## src/rtl/disp_pkg.sv

```systemverilog
// rtl/disp_pkg.sv - shared constants and update record for the display scan path
package disp_pkg;

  localparam int DIGITS    = 4;
  localparam int SUB_TICKS = 16;

  localparam logic [1:0] SEL_D0 = 2'b00;
  localparam logic [1:0] SEL_D1 = 2'b01;
  localparam logic [1:0] SEL_D2 = 2'b11;
  localparam logic [1:0] SEL_D3 = 2'b10;

  typedef struct packed {
    logic [15:0] data;
    logic [3:0]  dp;
    logic        lz;
  } disp_upd_t;

  function automatic logic [1:0] sel_of(input logic [1:0] idx);
    case (idx)
      2'd0:    sel_of = SEL_D0;
      2'd1:    sel_of = SEL_D1;
      2'd2:    sel_of = SEL_D2;
      default: sel_of = SEL_D3;
    endcase
  endfunction

endpackage

```

## src/rtl/tick_gen.sv

```systemverilog
// rtl/tick_gen.sv - free-running prescaler producing a one-cycle tick every TICK_DIV clocks
module tick_gen #(
  parameter int unsigned TICK_DIV = 50000
) (
  input  logic clk,
  input  logic rst_i,
  output logic tick_o
);

  localparam logic [15:0] LAST = 16'(TICK_DIV - 1);

  logic [15:0] cnt_q;

  assign tick_o = (cnt_q == LAST);

  always_ff @(posedge clk or posedge rst_i) begin
    if (rst_i)       cnt_q <= '0;
    else if (tick_o) cnt_q <= '0;
    else             cnt_q <= cnt_q + 16'd1;
  end

endmodule

```

## src/rtl/disp_scan_ctrl.sv

```systemverilog
// rtl/disp_scan_ctrl.sv - 4-digit 7-segment scan scheduler with PWM, blanking and
// frame-synchronous double-buffered updates
import disp_pkg::*;

module disp_scan_ctrl #(
  parameter int unsigned TICK_DIV = 50000
) (
  input  logic        clk,
  input  logic        rst_i,
  input  logic        upd_valid_i,
  output logic        upd_ready_o,
  input  logic [15:0] upd_data_i,
  input  logic [3:0]  upd_dp_i,
  input  logic        upd_lz_i,
  input  logic [3:0]  bright_i,
  output logic [4:1]  digi_o,
  output logic [1:0]  sel_o,
  output logic [3:0]  nibble_o,
  output logic        dp_o,
  output logic        frame_o
);

  logic tick;

  tick_gen #(.TICK_DIV(TICK_DIV)) u_tick (
    .clk    (clk),
    .rst_i  (rst_i),
    .tick_o (tick)
  );

  logic [1:0] dig_q, dig_d;
  logic [3:0] k_q, k_d;
  logic [3:0] bright_q, bright_d;
  disp_upd_t  act_q, act_d, pend_q, pend_d;
  logic       pend_vld_q, pend_vld_d;

  logic [3:0]  digi_d, nibble_d;
  logic [1:0]  sel_d;
  logic        dp_d, frame_d;
  logic        wrap, xfer, sup, en;
  logic [15:0] data;

  assign upd_ready_o = ~pend_vld_q;
  assign xfer        = upd_valid_i & ~pend_vld_q;
  assign wrap        = tick & (k_q == 4'(SUB_TICKS - 1)) & (dig_q == 2'(DIGITS - 1));

  always_comb begin
    k_d        = k_q;
    dig_d      = dig_q;
    act_d      = act_q;
    pend_d     = pend_q;
    pend_vld_d = pend_vld_q;
    if (tick) begin
      k_d = k_q + 4'd1;
      if (k_q == 4'(SUB_TICKS - 1)) dig_d = dig_q + 2'd1;
    end
    // Brightness follows the input through the blank sub-tick and freezes once the slot lights.
    bright_d = (k_q == 4'd0) ? bright_i : bright_q;

    if (wrap && pend_vld_q) begin
      act_d      = pend_q;
      pend_vld_d = 1'b0;
    end
    if (xfer) begin
      pend_d     = '{data: upd_data_i, dp: upd_dp_i, lz: upd_lz_i};
      pend_vld_d = 1'b1;
    end

    // Outputs are computed from next state so the registered values track the state registers.
    data = act_d.data;
    sup  = 1'b0;
    case (dig_d)
      2'd3:    sup = (data[15:12] == 4'd0);
      2'd2:    sup = (data[15:8]  == 8'd0);
      2'd1:    sup = (data[15:4]  == 12'd0);
      default: sup = 1'b0;
    endcase
    sup      = sup & act_d.lz;
    en       = ~sup && (k_d != 4'd0) && (k_d <= bright_d);
    sel_d    = sel_of(dig_d);
    digi_d   = en ? (4'b0001 << dig_d) : 4'b0000;
    nibble_d = data[{dig_d, 2'b00} +: 4];
    dp_d     = en & act_d.dp[dig_d];
    frame_d  = wrap;
  end

  always_ff @(posedge clk or posedge rst_i) begin
    if (rst_i) begin
      dig_q      <= '0;
      k_q        <= '0;
      bright_q   <= '0;
      act_q      <= '0;
      pend_q     <= '0;
      pend_vld_q <= 1'b0;
      digi_o     <= '0;
      sel_o      <= SEL_D0;
      nibble_o   <= '0;
      dp_o       <= 1'b0;
      frame_o    <= 1'b0;
    end else begin
      dig_q      <= dig_d;
      k_q        <= k_d;
      bright_q   <= bright_d;
      act_q      <= act_d;
      pend_q     <= pend_d;
      pend_vld_q <= pend_vld_d;
      digi_o     <= digi_d;
      sel_o      <= sel_d;
      nibble_o   <= nibble_d;
      dp_o       <= dp_d;
      frame_o    <= frame_d;
    end
  end

endmodule
```

## config.mk

```make
export PLATFORM = sky130hd
export DESIGN_NAME = disp_scan_ctrl
export DESIGN_NICKNAME = d
export VERILOG_FILES = /design/src/rtl/disp_pkg.sv /design/src/rtl/tick_gen.sv /design/src/rtl/disp_scan_ctrl.sv
export SDC_FILE = /design/constraint.sdc
export NUM_CORES = 1
export LEC_CHECK = 0
export ABC_AREA = 1
export CAP_MARGIN = 40
export CORE_UTILIZATION = 51
export DETAILED_ROUTE_END_ITERATION = 8
export PLACE_DENSITY = 0.76
export SKIP_LAST_GASP = 1
export SLEW_MARGIN = 10
export SYNTH_ARGS = -nofsm -noshare
export SYNTH_HDL_FRONTEND = slang
export SYNTH_SLANG_ARGS = --single-unit
```

## constraint.sdc

```tcl
create_clock -name clk -period 2.7 [get_ports clk]
set_input_delay 0.54 -clock clk [delete_from_list [all_inputs] [get_ports clk]]
set_output_delay 0.54 -clock clk [all_outputs]
set_load 0.02 [all_outputs]
```

# After elaboration in Yosys (flattened, before gate mapping)
# Cells that the tools add are included.
[totals]
input_bits = 28
memories = 0
wordCells = 59
ram_bits = 0
output_inout_bits = 13
rom_bits = 0
latch_bits = 0
ff_bits = 81
[classes]
mul = 0
bitwise_logic = 7
n_div = 0
add_sub_neg = 3
muxes = 13
n_eq_ne = 6
shifts = 2
order_cmp = 2
reduce_logical = 10
[op_table]
columns = ["op", "n"]
rows = [
  ["21-bit 2-to-1 mux", 1],
  ["16-bit by 1-bit adder with 16-bit output, second input constant", 1],
  ["16-bit == test, second input constant", 1],
  ["16-bit 2-to-1 mux", 1],
  ["16-bit by 5-bit variable part select with 4-bit output", 1],
  ["12-bit logical NOT", 1],
  ["4-bit 2-to-1 mux", 3],
  ["4-bit logical NOT", 2],
  ["8-bit logical NOT", 1],
  ["2-bit == test, second input constant", 3],
  ["2-bit case mux with 3 select lines", 1],
  ["1-bit AND", 5],
  ["4-bit by 1-bit adder with 4-bit output, second input constant", 1],
  ["4-bit == test, second input constant", 1],
  ["4-bit <= comparator", 1],
  ["2-bit 2-to-1 mux", 2],
  ["4-bit nonzero test", 1],
  ["1-bit by 2-bit << shifter with 4-bit output, first input constant", 1],
  ["1-bit logical AND", 3],
  ["2-bit by 3-bit < comparator with 1-bit output, second input constant", 1],
  ["1-bit 2-to-1 mux", 3],
  ["1-bit case mux with 3 select lines", 1],
  ["2-bit by 1-bit adder with 2-bit output, second input constant", 1],
  ["1-bit binary-select mux with 2-bit select", 1],
  ["other kinds (4)", 5],
]

# Longest topological paths before layout
[logic_depth]
ltp_word = 12
ltp_mapped = 17
ltp_nobuf = 17

# Hierarchy
# Synthesis repeated with hierarchy kept, for this count alone.
[unflattened]
hier_cells = 406
hier_area_um2 = 3769.9
[by_module_without_submodules]
columns = ["mod", "cells_each", "seq_area_each_um2", "area_per_inst_um2", "instances"]
rows = [
  ["disp_scan_ctrl", 284, 1626.6, 2889.0, 1],
  ["tick_gen", 122, 400.4, 880.8, 1],
]

# Worst setup path after synthesis
# OpenSTA, ideal clock, no wires.
[synth_timing]
path_kind = "flip-flop to flip-flop"
from = "register u_tick.cnt_q[0]"
to = "register digi_o[1] (netlist bit)"
path_slack_ps = 287
arrival_time_ps = 2344
path_buffers = 0
setup_ps = 69
path_stages_with_launch = 18
cell_sequence = "dfrtp_1 > ha_1 > nand3_2 > inv_1 > nand2_2 > nor2_8 > nand2_1 > nor3_1 > xor2_1 > inv_1 > ha_1 > nand2_1 > inv_1 > o21ai_0 > a32oi_1 > a21oi_1 > nand2_4 > nor2_2"
[synth_between]
elab_cells_between_ends = 22
cone_classes = "1 x order compare; 4 x eq/ne; 1 x shift; 5 x mux; 4 x bitwise; 7 x reduce/logical"
[synth_lines]
columns = ["element", "line_no", "rtl"]
rows = [
  ["from (decl)", "tick_gen.sv:12", "logic [15:0] cnt_q;"],
  ["from (signal assigned)", "tick_gen.sv:19", "else cnt_q <= cnt_q + 16'd1;"],
  ["16-bit == test *", "tick_gen.sv:14", "assign tick_o = (cnt_q == LAST);"],
  ["4-bit 2-to-1 mux *", "disp_scan_ctrl.sv:53", "if (tick) begin"],
  ["named net k_d[3]", "disp_scan_ctrl.sv:32", "logic [3:0] k_q, k_d;"],
  ["parallel branches: the longest is 2 deep, another holds 4-bit <= comparator", "--", ""],
  ["1-bit logical AND *", "disp_scan_ctrl.sv:79", "en = ~sup && (k_d != 4'd0) && (k_d <= bright_d);"],
  ["4-bit 2-to-1 mux *", "disp_scan_ctrl.sv:81", "digi_d = en ? (4'b0001 << dig_d) : 4'b0000;"],
  ["named net digi_d[0]", "disp_scan_ctrl.sv:37", "logic [3:0] digi_d, nibble_d;"],
  ["to (signal assigned)", "disp_scan_ctrl.sv:107", "digi_o <= digi_d;"],
  ["to (decl)", "disp_scan_ctrl.sv:16", "output logic [4:1] digi_o,"],
]
# Mark *: on every way through the listed nets, which the timed path passes.
# A chain may end at the register's enable or synchronous reset.

# Worst setup path in the final report
# Ends and elaborated chain as after synthesis.

==> impl_metrics.xml <==
<?xml version="1.0" encoding="UTF-8"?>
<metrics>
  <group name="run_status">
    <metric name="status" unit="">finished clean</metric>
  </group>
  <group name="critical_path">
    <metric name="timing.critical_path.to_type" unit="">flip-flop</metric>
    <metric name="crit_path_largest_cell_delay" unit="ns">0.42</metric>
    <metric name="timing.critical_path.buf_inv" unit="">3</metric>
    <metric name="path_max_fanout" unit="">5</metric>
    <metric name="critical_path_cell_by_cell" unit="">ha_4 &gt; nand3_4 &gt; inv_4 &gt; nand2_4 &gt; nor2_8 &gt; nand2_2 &gt; nor3_2 &gt; xor2_1 &gt; inv_1 &gt; ha_4 &gt; nand2_1 &gt; inv_2 &gt; o21ai_2 &gt; a32oi_2 &gt; a21oi_2 &gt; nand2_4 &gt; nor2_2</metric>
    <metric name="required" unit="ns">2.95</metric>
    <metric name="critical_path.slowest_cell" unit="">sky130_fd_sc_hd__dfrtp_1</metric>
    <metric name="launching_element_type_of_the_critical_path" unit="">flip-flop</metric>
    <metric name="crit_arrival" unit="ns">2.83</metric>
    <metric name="path_class" unit="">flip-flop to flip-flop</metric>
    <metric name="cp_delay_by_family_top" unit="">simple AND/OR/NAND/NOR gates</metric>
  </group>
  <group name="sta">
    <metric name="hold_viol" unit="">0</metric>
    <metric name="fin_worst_skew" unit="ns">0.009451</metric>
    <metric name="worst-slew-pin-transition" unit="ns">0.4869</metric>
    <metric name="maxSlewViolCount" unit="">0</metric>
    <metric name="timing.fmax" unit="GHz">0.3890</metric>
    <metric name="layout_worst_path_cycle_share" unit="">0.9520</metric>
    <metric name="max_transition_margin" unit="">0.6719</metric>
    <metric name="final_number_of_setup_violating_endpoints" unit="">0</metric>
    <metric name="clock_period_minus_final_worst_setup_slack" unit="ns">2.570</metric>
  </group>
  <group name="finish">
    <metric name="fillers" unit="">588</metric>
    <metric name="antenna_diode_count" unit="">0</metric>
    <metric name="layout_commonest_cell" unit="">sky130_fd_sc_hd__dfrtp_1</metric>
    <metric name="area_growth_from_synthesis_to_final_layout" unit="%">22.30</metric>
    <metric name="flip_flop_and_latch_area" unit="mm2">0.002028</metric>
    <metric name="core_util_final" unit="">0.6434</metric>
    <metric name="stdcell_area" unit="mm2">0.004667</metric>
    <metric name="most-common-layout-cells" unit="">sky130_fd_sc_hd__dfrtp_1, sky130_fd_sc_hd__nand2_1, sky130_fd_sc_hd__inv_1</metric>
    <metric name="final_layout_size_suffix_gt1_frac" unit="">0.2039</metric>
    <metric name="multi_input_area" unit="mm2">0.001553</metric>
    <metric name="nets" unit="">501</metric>
  </group>
  <group name="grt">
    <metric name="globalRoute.totalOverflow" unit="">0</metric>
    <metric name="grt_first_pass_wirelength" unit="mm">12.14</metric>
    <metric name="grt_usage" unit="">0.2101</metric>
    <metric name="grt_pass1_vias" unit="">2639</metric>
    <metric name="antenna_found_initial" unit="">0</metric>
    <metric name="pin_count_of_the_biggest_net_entering_global_routing" unit="">82</metric>
  </group>
  <group name="die">
    <metric name="core" unit="mm2">0.007253</metric>
    <metric name="ios" unit="">41</metric>
    <metric name="die-area" unit="mm2">0.007832</metric>
    <metric name="chipWidth" unit="um">88.50</metric>
    <metric name="die_h" unit="um">88.50</metric>
    <metric name="initial_utilization" unit="">0.5261</metric>
    <metric name="fp-row-count" unit="">31</metric>
  </group>
  <group name="synth">
    <metric name="synth_ff_type" unit="">sky130_fd_sc_hd__dfrtp_1</metric>
    <metric name="synth-warning-count" unit="">0</metric>
    <metric name="synth_nets" unit="">445</metric>
    <metric name="mappedNetlistArea" unit="mm2">0.003816</metric>
    <metric name="mean_instance_size_in_the_synthesized_netlist" unit="um2">9.423</metric>
    <metric name="ys_seq_elements" unit="">81</metric>
    <metric name="async_flop_share" unit="">1.000</metric>
    <metric name="netlist_instances" unit="">405</metric>
    <metric name="post_synthesis_sequential_area_ratio" unit="">0.5311</metric>
    <metric name="synth_enable_flop_cells" unit="">0</metric>
    <metric name="synth.lib_cells_used.distinct" unit="">39</metric>
  </group>
  <group name="clock_tree">
    <metric name="clockBufferDepth" unit="">2</metric>
    <metric name="clock_sink_count" unit="">81</metric>
    <metric name="cts.reportedPaths.clkPinSlew" unit="ns">0.09</metric>
    <metric name="cts_tree" unit="">built</metric>
    <metric name="clkLatencyLatePin" unit="ns">0.36</metric>
    <metric name="cts-buffers-inserted" unit="">9</metric>
    <metric name="htreeDepth" unit="">3</metric>
    <metric name="cts.root.buffer_cell" unit="">sky130_fd_sc_hd__clkbuf_8</metric>
    <metric name="cts-hold-fix-buffers" unit="">0</metric>
  </group>
  <group name="routing">
    <metric name="route.vias.total" unit="">2781</metric>
    <metric name="finalWirelength" unit="mm">7.330</metric>
    <metric name="route.detailed.drc" unit="">0</metric>
    <metric name="detail_route.iter0.violations" unit="">163</metric>
    <metric name="avgRoutedWirePerCell" unit="um">12.97</metric>
    <metric name="met2WireLength" unit="mm">3.739</metric>
    <metric name="drt-met1-wl" unit="mm">3.240</metric>
    <metric name="drt_pass1_iterations" unit="">4</metric>
    <metric name="wire_length_on_met3" unit="um">240</metric>
    <metric name="antenna_left" unit="">0</metric>
    <metric name="routed_via_density" unit="">4.922</metric>
    <metric name="top_layer_used" unit="">met4</metric>
  </group>
  <group name="power">
    <metric name="static_leakage_power" unit="nW">2.403</metric>
    <metric name="peakVddDrop" unit="mV">0.3924</metric>
    <metric name="p_per_area" unit="mW/mm2">485.8</metric>
    <metric name="fin_total_pwr" unit="mW">2.267</metric>
  </group>
  <group name="place">
    <metric name="buffer_ports.inserted" unit="">40</metric>
    <metric name="hpwlAfterDp" unit="mm">5.192</metric>
    <metric name="detailed_place.area" unit="mm2">0.004362</metric>
    <metric name="routabilityCongestion" unit="">0.8795</metric>
  </group>
  <group name="flow_run">
    <metric name="cap_violations" unit="">0</metric>
  </group>
  <group name="worst_hold_path">
    <metric name="hold_class" unit="">flip-flop to flip-flop</metric>
  </group>
</metrics>
[worst paths after layout]
path                                      start                to  slack [ns]  depth (start not counted)
worst max-delay path            u_tick.cnt_q[0]         digi_o[1]        0.13                         17
min in group asynchronous                 rst_i   u_tick.cnt_q[4]        0.57                          3
worst max register to register  u_tick.cnt_q[0]         digi_o[1]        0.13                         17
max in group asynchronous                 rst_i  u_tick.cnt_q[11]        1.79                          3
worst min-delay path                   act_q[1]          act_q[1]        0.48                          2
worst min register to register         act_q[1]          act_q[1]        0.48                          2
[synth_stat cells (2+ instances only)]
master                     number  share of area
sky130_fd_sc_hd__mux2_2        18          0.053
sky130_fd_sc_hd__nand4_1        2         0.0033
sky130_fd_sc_hd__clkbuf_1       3         0.0030
sky130_fd_sc_hd__nand2_2        7          0.011
sky130_fd_sc_hd__nor2_2        11          0.018
sky130_fd_sc_hd__nor3_4         2         0.0085
sky130_fd_sc_hd__inv_2          4         0.0039
sky130_fd_sc_hd__buf_2          2         0.0026
sky130_fd_sc_hd__inv_1         63          0.062
sky130_fd_sc_hd__o21ai_2        3         0.0069
sky130_fd_sc_hd__nand2_1       65          0.064
sky130_fd_sc_hd__o22ai_1        5         0.0082
sky130_fd_sc_hd__xor2_1         5          0.011
sky130_fd_sc_hd__a21oi_1       10          0.013
sky130_fd_sc_hd__dfrtp_1       81           0.53
sky130_fd_sc_hd__nor2_1        52          0.051
sky130_fd_sc_hd__o21ai_0       17          0.022
sky130_fd_sc_hd__nand3_2        3         0.0079
sky130_fd_sc_hd__o21ai_1        4         0.0052
sky130_fd_sc_hd__nor3_1         5         0.0066
sky130_fd_sc_hd__nand3_1       13          0.017
sky130_fd_sc_hd__ha_1          12          0.039
sky130_fd_sc_hd__buf_6          2         0.0059
[cells by family after synthesis]
kind of cell               after synthesis  synth area share
muxes                                   19           0.05672
buffers and inverters                   75           0.07836
and+or+nand+nor                        167            0.2128
adders and majority gates               12           0.03934
xor gates and xnor gates                 6           0.01377
AOI/OAI and AO/OA                       45           0.06787
DFF                                     81            0.5311
[sequential cells by signal (all words and copies together), names as in the netlist]
register      count
act_q            21
pend_q           21
u_tick.cnt_q     16
bright_q          4
digi_o            4
k_q               4
nibble_o          4
dig_q             2
sel_o             2
dp_o              1
frame_o           1
pend_vld_q        1
[metal layers]
| layer | GRT usage | up-vias |
|---|---|---|
| li1 | - | 1380 |
| met1 | 0.2685 | 1347 |
| met2 | 0.3497 | 43 |
| met3 | 0.04011 | 11 |
| met4 | 0.09238 | 0 |
| met5 | 0 | - |
[what timing repair did]
action	in CTS	in global routing
endpoints found under the hold margin	0	0
resized for setup	0	17
buffers inserted	0	5
endpoints found under the setup margin	0	5
[worst register-to-register path: cells and delay by family (launching register included)]
| family | cells | cell delay, ns |
|---|---|---|
| adders and majority gates | 2 | 0.45 |
| buffers and inverters | 3 | 0.27 |
| DFF | 1 | 0.42 |
| xor gates and xnor gates | 1 | 0.26 |
| and+or+nand+nor | 8 | 0.74 |
| AOI/OAI and AO/OA | 3 | 0.33 |
[area by class of cell]
cell class	count	area share
flip-flops and latches	81	0.4346
multi-input cells	249	0.3327
repair buffers	52	0.1078
inverters	68	0.05523
clock buffers	9	0.02654
well taps	99	0.02654
clock inverters	7	0.01662
[where the power goes]
part	switching, mW	total, mW	internal, mW
logic	0.0454	0.105	0.0595
registers	0.0132	1.26	1.24
clock network	0.473	0.907	0.434
total	0.531	2.27	1.74
[stage by stage]
| stage | std cells | worst slack (ns) | TNS (ns) | hold WS [ns] |
|---|---|---|---|---|
| after floorplan | 405 | 0.07991 | 0 | 0.4329 |
| after global placement | 544 | 0.1707 | 0 | 0.4444 |
| after detailed placement | 544 | 0.07117 | 0 | 0.4516 |
| after CTS | 560 | 0.02140 | 0 | 0.4633 |
| after global routing | 565 | -0.08323 | -0.3430 | 0.5159 |
| final | 565 | 0.1296 | 0 | 0.4808 |
Note: power is estimated with default switching activity, not from simulation.
